### src/rtl/regfile_scoreboard.sv
// Register file with same-cycle write-back bypass and a per-register pending-write
// scoreboard, so the hazard unit can detect RAW/WAW hazards from this block alone.
`ifndef STAK_ADDRESS
`define STAK_ADDRESS 32'h0000_1000
`endif
`ifndef MMIO_ADDRESS
`define MMIO_ADDRESS 32'hFFFF_0000
`endif

module regfile_scoreboard #(
    parameter int DATA_W   = 32,
    parameter int NUM_REGS = 32,
    localparam int ADDR_W  = $clog2(NUM_REGS),
    parameter int NUM_READ = 2,
    parameter int CNT_W    = 2,
    parameter logic [DATA_W-1:0] SP_INIT  = DATA_W'(`STAK_ADDRESS),
    parameter logic [DATA_W-1:0] TOP_INIT = DATA_W'(`MMIO_ADDRESS)
) (
    input  logic                         clk,
    input  logic                         reset,
    input  logic [NUM_READ*ADDR_W-1:0]   rd_addr,
    output logic [NUM_READ*DATA_W-1:0]   rd_data,
    output logic [NUM_READ-1:0]          rd_busy,
    input  logic                         iss_en,
    input  logic [ADDR_W-1:0]            iss_addr,
    output logic                         iss_ready,
    input  logic                         wb_en,
    input  logic [ADDR_W-1:0]            wb_addr,
    input  logic [DATA_W-1:0]            wb_data,
    output logic                         sb_err
);

    logic [DATA_W-1:0] r_regs [NUM_REGS];
    logic [CNT_W-1:0]  r_cnt  [NUM_REGS];
    logic              r_sb_err;

    logic w_wb_act;
    logic w_iss_full;
    logic w_iss_ready;
    logic w_iss_acc;

    assign w_wb_act    = wb_en && (wb_addr != '0);
    assign w_iss_full  = (r_cnt[iss_addr] == {CNT_W{1'b1}});
    // A full counter can still take an issue when a write-back to the same
    // register frees a slot in the same cycle.
    assign w_iss_ready = (iss_addr == '0) || !w_iss_full || (wb_en && (wb_addr == iss_addr));
    assign w_iss_acc   = iss_en && w_iss_ready && !reset && (iss_addr != '0);

    assign iss_ready = reset ? 1'b1 : w_iss_ready;
    assign sb_err    = r_sb_err;

    genvar g;
    generate
        for (g = 0; g < NUM_READ; g++) begin : g_rd
            logic [ADDR_W-1:0] w_a;
            logic              w_hit;
            assign w_a   = rd_addr[g*ADDR_W +: ADDR_W];
            assign w_hit = w_wb_act && (wb_addr == w_a) && !reset;
            assign rd_data[g*DATA_W +: DATA_W] = (w_a == '0) ? '0 :
                                                 w_hit ? wb_data : r_regs[w_a];
            // Busy after this cycle's release; an underflowing release leaves 0.
            assign rd_busy[g] = (w_a != '0) && !reset &&
                                (w_hit ? (r_cnt[w_a] > CNT_W'(1)) : (r_cnt[w_a] != '0));
        end
    endgenerate

    always_ff @(posedge clk or posedge reset) begin
        if (reset) begin
            for (int i = 0; i < NUM_REGS; i++) begin
                if (i == 2)
                    r_regs[i] <= SP_INIT;
                else if (i == NUM_REGS - 1)
                    r_regs[i] <= TOP_INIT;
                else
                    r_regs[i] <= '0;
                r_cnt[i] <= '0;
            end
            r_sb_err <= 1'b0;
        end else begin
            if (w_wb_act)
                r_regs[wb_addr] <= wb_data;
            for (int r = 1; r < NUM_REGS; r++) begin
                if (w_iss_acc && (iss_addr == ADDR_W'(r)) &&
                    !(w_wb_act && (wb_addr == ADDR_W'(r)))) begin
                    r_cnt[r] <= r_cnt[r] + CNT_W'(1);
                end else if (w_wb_act && (wb_addr == ADDR_W'(r)) &&
                             !(w_iss_acc && (iss_addr == ADDR_W'(r)))) begin
                    if (r_cnt[r] != '0)
                        r_cnt[r] <= r_cnt[r] - CNT_W'(1);
                    else
                        r_sb_err <= 1'b1;
                end
            end
        end
    end

endmodule

### config.mk
export PLATFORM = sky130hd
export DESIGN_NAME = regfile_scoreboard
export DESIGN_NICKNAME = d
export VERILOG_FILES = /design/src/rtl/regfile_scoreboard.sv
export SDC_FILE = /design/constraint.sdc
export NUM_CORES = 2
export LEC_CHECK = 0
export CAP_MARGIN = 10
export CORE_MARGIN = 5
export CORE_UTILIZATION = 55
export CTS_CLUSTER_DIAMETER = 40
export DETAILED_ROUTE_END_ITERATION = 6
export HOLD_SLACK_MARGIN = 0.06
export PLACE_DENSITY = 0.72
export SLEW_MARGIN = 25
export SYNTH_ARGS = -nofsm -noshare
export SYNTH_HDL_FRONTEND = slang
export SYNTH_SLANG_ARGS = --single-unit
export TNS_END_PERCENT = 20
### constraint.sdc
create_clock -name clk -period 43 [get_ports clk]
set_clock_uncertainty 0.05 [all_clocks]
set_input_delay 6.45 -clock clk [delete_from_list [all_inputs] [get_ports clk]]
set_output_delay 6.45 -clock clk [all_outputs]
set_load 0.05 [all_outputs]
; ---- After elaboration in Yosys (flattened, before gate mapping)
; Index checks and enable logic that the tools add are counted.
[word_totals]
ff_bits = 1087
in_bits = 56
wordCells = 751
[op_classes]
add_sub_neg = 62
magnitude_cmp = 7
eq_ne = 66
n_mux = 211
bitwise = 4
n_reduce_logical = 337
[ops]
columns = op, count
row1 = $bwmux 1024, 1
row2 = $bmux 32 s5, 2
row3 = $mux 32, 9
row4 = $mux 2, 99
row5 = $reduce_bool 2->1, 95
row6 = $demux 32 s5, 1
row7 = $eq 5x5->1 const B, 32
row8 = $logic_and 1x1->1, 138
row9 = $mux 1, 96
row10 = $eq 5x4->1 const B, 16
row11 = $logic_not 1->1, 64
row12 = $add 2x1->2 const B, 31
row13 = $reduce_and 2->1, 31
row14 = $sub 2x1->2 const B, 31
row15 = $eq 5x3->1 const B, 8
row16 = $bmux 2 s5, 3
row17 = $ge 6x6->1 const B, 4
row18 = $not 5->6, 4
row19 = $eq 5x2->1 const B, 4
row20 = $reduce_bool 5->1, 4
row21 = $eq 5x5->1, 3
row22 = $logic_not 5->1, 3
row23 = $eq 5x1->1 const B, 2
row24 = $lt 6x1->1 const B, 1
row25 = other kinds (3), 5

; ---- Logic depth before layout (Yosys ltp)
[depth]
word_depth = 106
ltp_mapped = 14
depth_no_buf = 10

; ---- Worst setup path before layout
; No wires, ideal clock.
[synth_path]
kind = input-to-output
start = input port reset
end = output port iss_ready
arrival_time_ps = 36605
required_ps = 36500
setup_slack_ps = -105
stages = 2
n_path_buf = 0
cell_sequence = inv_1 -> o211ai_1
[synth_between]
elab_chain_cells = 1
[synth_rtl]
columns = item, line_no
row1 = "start, declared", 20  ; input logic reset,
row2 = $mux 1, 49  ; assign iss_ready = reset ? 1'b1 : w_iss_ready;
row3 = "end, declared", 26  ; output logic iss_ready,
; Every way passes these cells.

; ---- Worst setup path in the final report
[layout_path]
start = input port rd_addr[1]
end = output port rd_busy[0]
[layout_between]
elab_chain_cells = 7
[layout_rtl]
columns = item, line_no
row1 = "start, declared", 21  ; input logic [NUM_READ*ADDR_W-1:0] rd_addr,
row2 = $not 5->6 (not written as such), 63  ; (w_hit ? (r_cnt[w_a] > CNT_W'(1)) : (r_cnt[w_a] != '0));
row3 = $bmux 2 s5, 63
row4 = $mux 2 (not written as such) (2 in a row), 63
row5 = $gt 2x1->1 or $reduce_bool 2->1 (tied branches), 63
row6 = $mux 1, 63
row7 = $logic_and 1x1->1 (*), 62  ; assign rd_busy[g] = (w_a != '0) && !reset &&
row8 = "end, declared", 23  ; output logic [NUM_READ-1:0] rd_busy,
; Every way passes the cells marked *; elsewhere a longest branch is shown, timed or not. The select of a mux whose other input is x is not followed.

==> summary.log <==
[logic_synthesis] warnings from Yosys 2
[sta] Highest Clock Rate 55.9 MHz
[setup_path] Top Family by Delay on Critical Path buffers and inverters
[finish] top library cells by usage in the layout, fill and taps aside 1235 x mux2_2, 1070 x dfrtp_1, 358 x mux4_2
[global_route] via count of the first global-routing pass 44400
[placement] Placement Setup Slack 25270 ps
[floorplan] number of cell rows 123
[setup_path] WP buf/inv 5
[setup_path] cell breakdown of the critical path buf_8, buf_12, buf_4, or3_2, buf_4, nand2_1, a2111oi_2, clkdlybuf4s50_1
[sta] final hold violations 0
[sta] Setup TNS 0 ps
[finish] Post-Layout Cell Count 6308
[placement] number of placed instances with taps included 6014
[cts] clock tree from TritonCTS yes
[global_route] GRT Overall Usage 32.1%
[sta] final setup margin 25120 ps
[logic_synthesis] ranking of synthesized cells by area dfrtp_1 43%, mux2_2 22%, mux4_2 13%
[finish] fill count 8483
[job] # Max-Cap Violations 0
[power] proportion of total power due to net switching 28.2%
[logic_synthesis] number of distinct library cell variants in the gate-level netlist after synthesis 62
[logic_synthesis] Post-synth EDFFs 0
[floorplan] Chip Width 347 um
[sta] Slew Limit Fails 0
[floorplan] starting density of the core 55.5%
[finish] most common library cell in the layout ignoring fill and taps mux2_2
[detailed_routing] drt first pass iters 7
[detailed_routing] residual DRC count 1
[cts] number of setup buffers added after CTS 0
[power] sequential share of power 40.0%
[cts] CTS sink cnt 1087
[sta] final worst-path cycle share 41.6%
[min_path] class of the tightest hold or removal check flop to flop
[global_route] first-pass GRT wire length 294000 um
[status] status finished, violations left
[setup_path] critical path launch point type primary input
[floorplan] core region area 113000 um^2
[detailed_routing] average wire length per cell after detail routing 31.0 um
[logic_synthesis] number of instances in the synthesized netlist 4780
[logic_synthesis] cell taking the most area after synthesis dfrtp_1
[placement] post-DP HPWL 108000 um
[status] violated checks design-rule violations
[cts] post-cts hold buffer count 0
[cts] CTS max path bufs 3
[setup_path] Critical Path Sink Type output port
[global_route] largest net degree at the start of global routing 173
[sta] Min Hold Slack 337 ps
[floorplan] count of pins on the block boundary 124
[cts] Skew-Pair Late Insertion Delay 760 ps
[finish] nets@finish 4790
[finish] Layout Area Growth over Synthesis 11.6%
[logic_synthesis] number of nets in the synthesized netlist 4898
[sta] Final min period 17880 ps
[placement] count of buffers inserted at the top-level ports 123
[cts] maximum level of the CTS H-tree 4
[power] leakage power 0.0303 uW
[cts] Resized cells post-CTS 0
[setup_path] Max stage delay on crit path 940 ps
[cts] clock tree root buffer cell clkbuf_16
[finish] proportion of layout cells with a drive suffix above 1 43.1%
[sta] unrepaired setup endpoints after global routing false
[logic_synthesis] register bit total from synthesis 1087
[logic_synthesis] commonest register cell after synthesis dfrtp_1
[power] NetSw 948 uW
[global_route] number of antenna violations at the first check in global routing 6
[power] logic gate share of total power 19.5%
[detailed_routing] Vias per Instance 6.95
[cts] TritonCTS Buffers 156
[logic_synthesis] per-instance average area after synthesis 13.1 um^2
[global_route] grt ovf 0
[power] PwrDens 48.3 nW/um^2
[logic_synthesis] post-synth design cell area 62500 um^2
[finish] core utilization of the finished layout 61.9%
[floorplan] Die Area 120000 um^2
[power] internal portion of total power 2420 uW
[detailed_routing] count of nets left with antenna violations after detail routing 0
[setup_path] critical path data required time 36500 ps
[sta] final-report setup violation count 0
[setup_path] Slowest-stage cell, CP clkdlybuf4s50_1
[detailed_routing] Post-Route WL 196000 um
[setup_path] worst setup path category primary input to output port
[floorplan] Chip Height 347 um
[logic_synthesis] area fraction of the dominant cell type after synthesis 42.8%
[power] share of power burned in the clock network 40.5%
[detailed_routing] number of violations reported at the end of detailed-routing iteration 0 5152
[setup_path] Crit path arrival time 11380 ps
[logic_synthesis] share of synthesized registers carrying an async set or reset 100%
[cts] clock slew at the register clock pins of the worst setup and hold paths 50 ps
[detailed_routing] total via count after detailed routing 43800
[logic_synthesis] share of synthesized area occupied by flip-flops and latches 43.6%
[placement] routability-driven placement congestion ratio 0.883
[setup_path] most numerous cell on the critical path buf_4
[power] largest voltage drop on the vdd net 0.0000404 V
[sta] headroom to the max-slew limit 22.6%
[setup_path] largest fanout on the critical path 134
[sta] worst slew pin tran 1160 ps
==> worst register-to-register path, stage by stage, from the launching register on <==
cell,delay [ps]
dfrtp_1,490
nand2_1,150
mux4_2,240
o22a_1,170
a31oi_2,100
buf_4,260
or3_1,410
ha_1,180
nor4b_1,180
nor4_1,700
nand4_1,180
or2_2,320
==> worst paths after layout <==
| check | start | end | slack [ps] | cells past startpoint |
|---|---|---|---|---|
| worst min register to register | r_regs[1016] | r_regs[1016] | 340 | 0 |
| worst max register to register | r_cnt[13] | sb_err | 39440 | 11 |
| worst min-delay path | r_regs[1016] | r_regs[1016] | 340 | 0 |
| min in group asynchronous | reset | r_cnt[11] | 6280 | 2 |
| worst max-delay path | rd_addr[1] | rd_busy[0] | 25120 | 8 |
| max in group asynchronous | reset | r_regs[335] | 32910 | 6 |
==> flip-flops by register name, summed over array words and instances, names as in the netlist <==
name and flops:
r_regs 1024, r_cnt 62, sb_err 1
==> power by group through the flow <==
stage          logic [uW]  clock network, uW  registers, uW
4_1_cts               657               1370           1340
2_1_floorplan         517                  0           1310
3_3_place_gp          639                  0           1340
3_5_place_dp          653                  0           1360
6_report              658               1360           1350
5_1_grt               704               1420           1370
==> synth_stat cells, drive strengths merged (73+ instances only) <==
library cell	count
mux2	1237
dfrtp	1070
mux4	359
buf	284
mux2i	243
clkbuf	212
o22ai	172
nor2b	144
nand2	141
nor2	134
o21ai	126
nor3	116
a2111oi	74
a211oi	73
==> final cells by class <==
| cell class | instances | area (um^2) | share of cell area (%) |
|---|---|---|---|
| clock inverter | 95 | 1170 | 1.67 |
| timing repair buffer | 230 | 2030 | 2.91 |
| multi-input combinational | 3163 | 32900 | 47.2 |
| sequential | 1087 | 27200 | 39.0 |
| antenna | 3 | 7.51 | 0.0108 |
| inverter | 34 | 131 | 0.188 |
| clock buffer | 196 | 4420 | 6.33 |
| tap | 1500 | 1880 | 2.69 |
==> routing by layer <==
metal / vias up / routed length, um / track usage, %
li1: 18000 / - / -
met1: 22900 / 77400 / 43.1
met2: 2353 / 90100 / 49.9
met3: 628 / 18000 / 7.49
met4: 4 / 10300 / 15.0
met5: - / 26 / 0
==> metrics by stage <==
stage                     total power [uW]  area [um^2]
after floorplan                       1830        62500
after global placement                1980        64200
after detailed placement              2010        64100
after CTS                             3370        69700
after global routing                  3490        69700
final                                 3370        69700
==> cells by family (layout without fill, tap and decap cells) <==
family,Yosys count,in the layout,share of synthesized area (%)
other cells,0,3,0
mux,1839,1839,39.1
compound gates,501,501,5.23
xor+xnor,15,15,0.210
buf+inv,530,555,4.25
fa+ha+maj,62,62,1.24
simple gates,746,746,6.38
flops,1087,1087,43.6
Note: power is estimated with default switching activity, not from simulation.
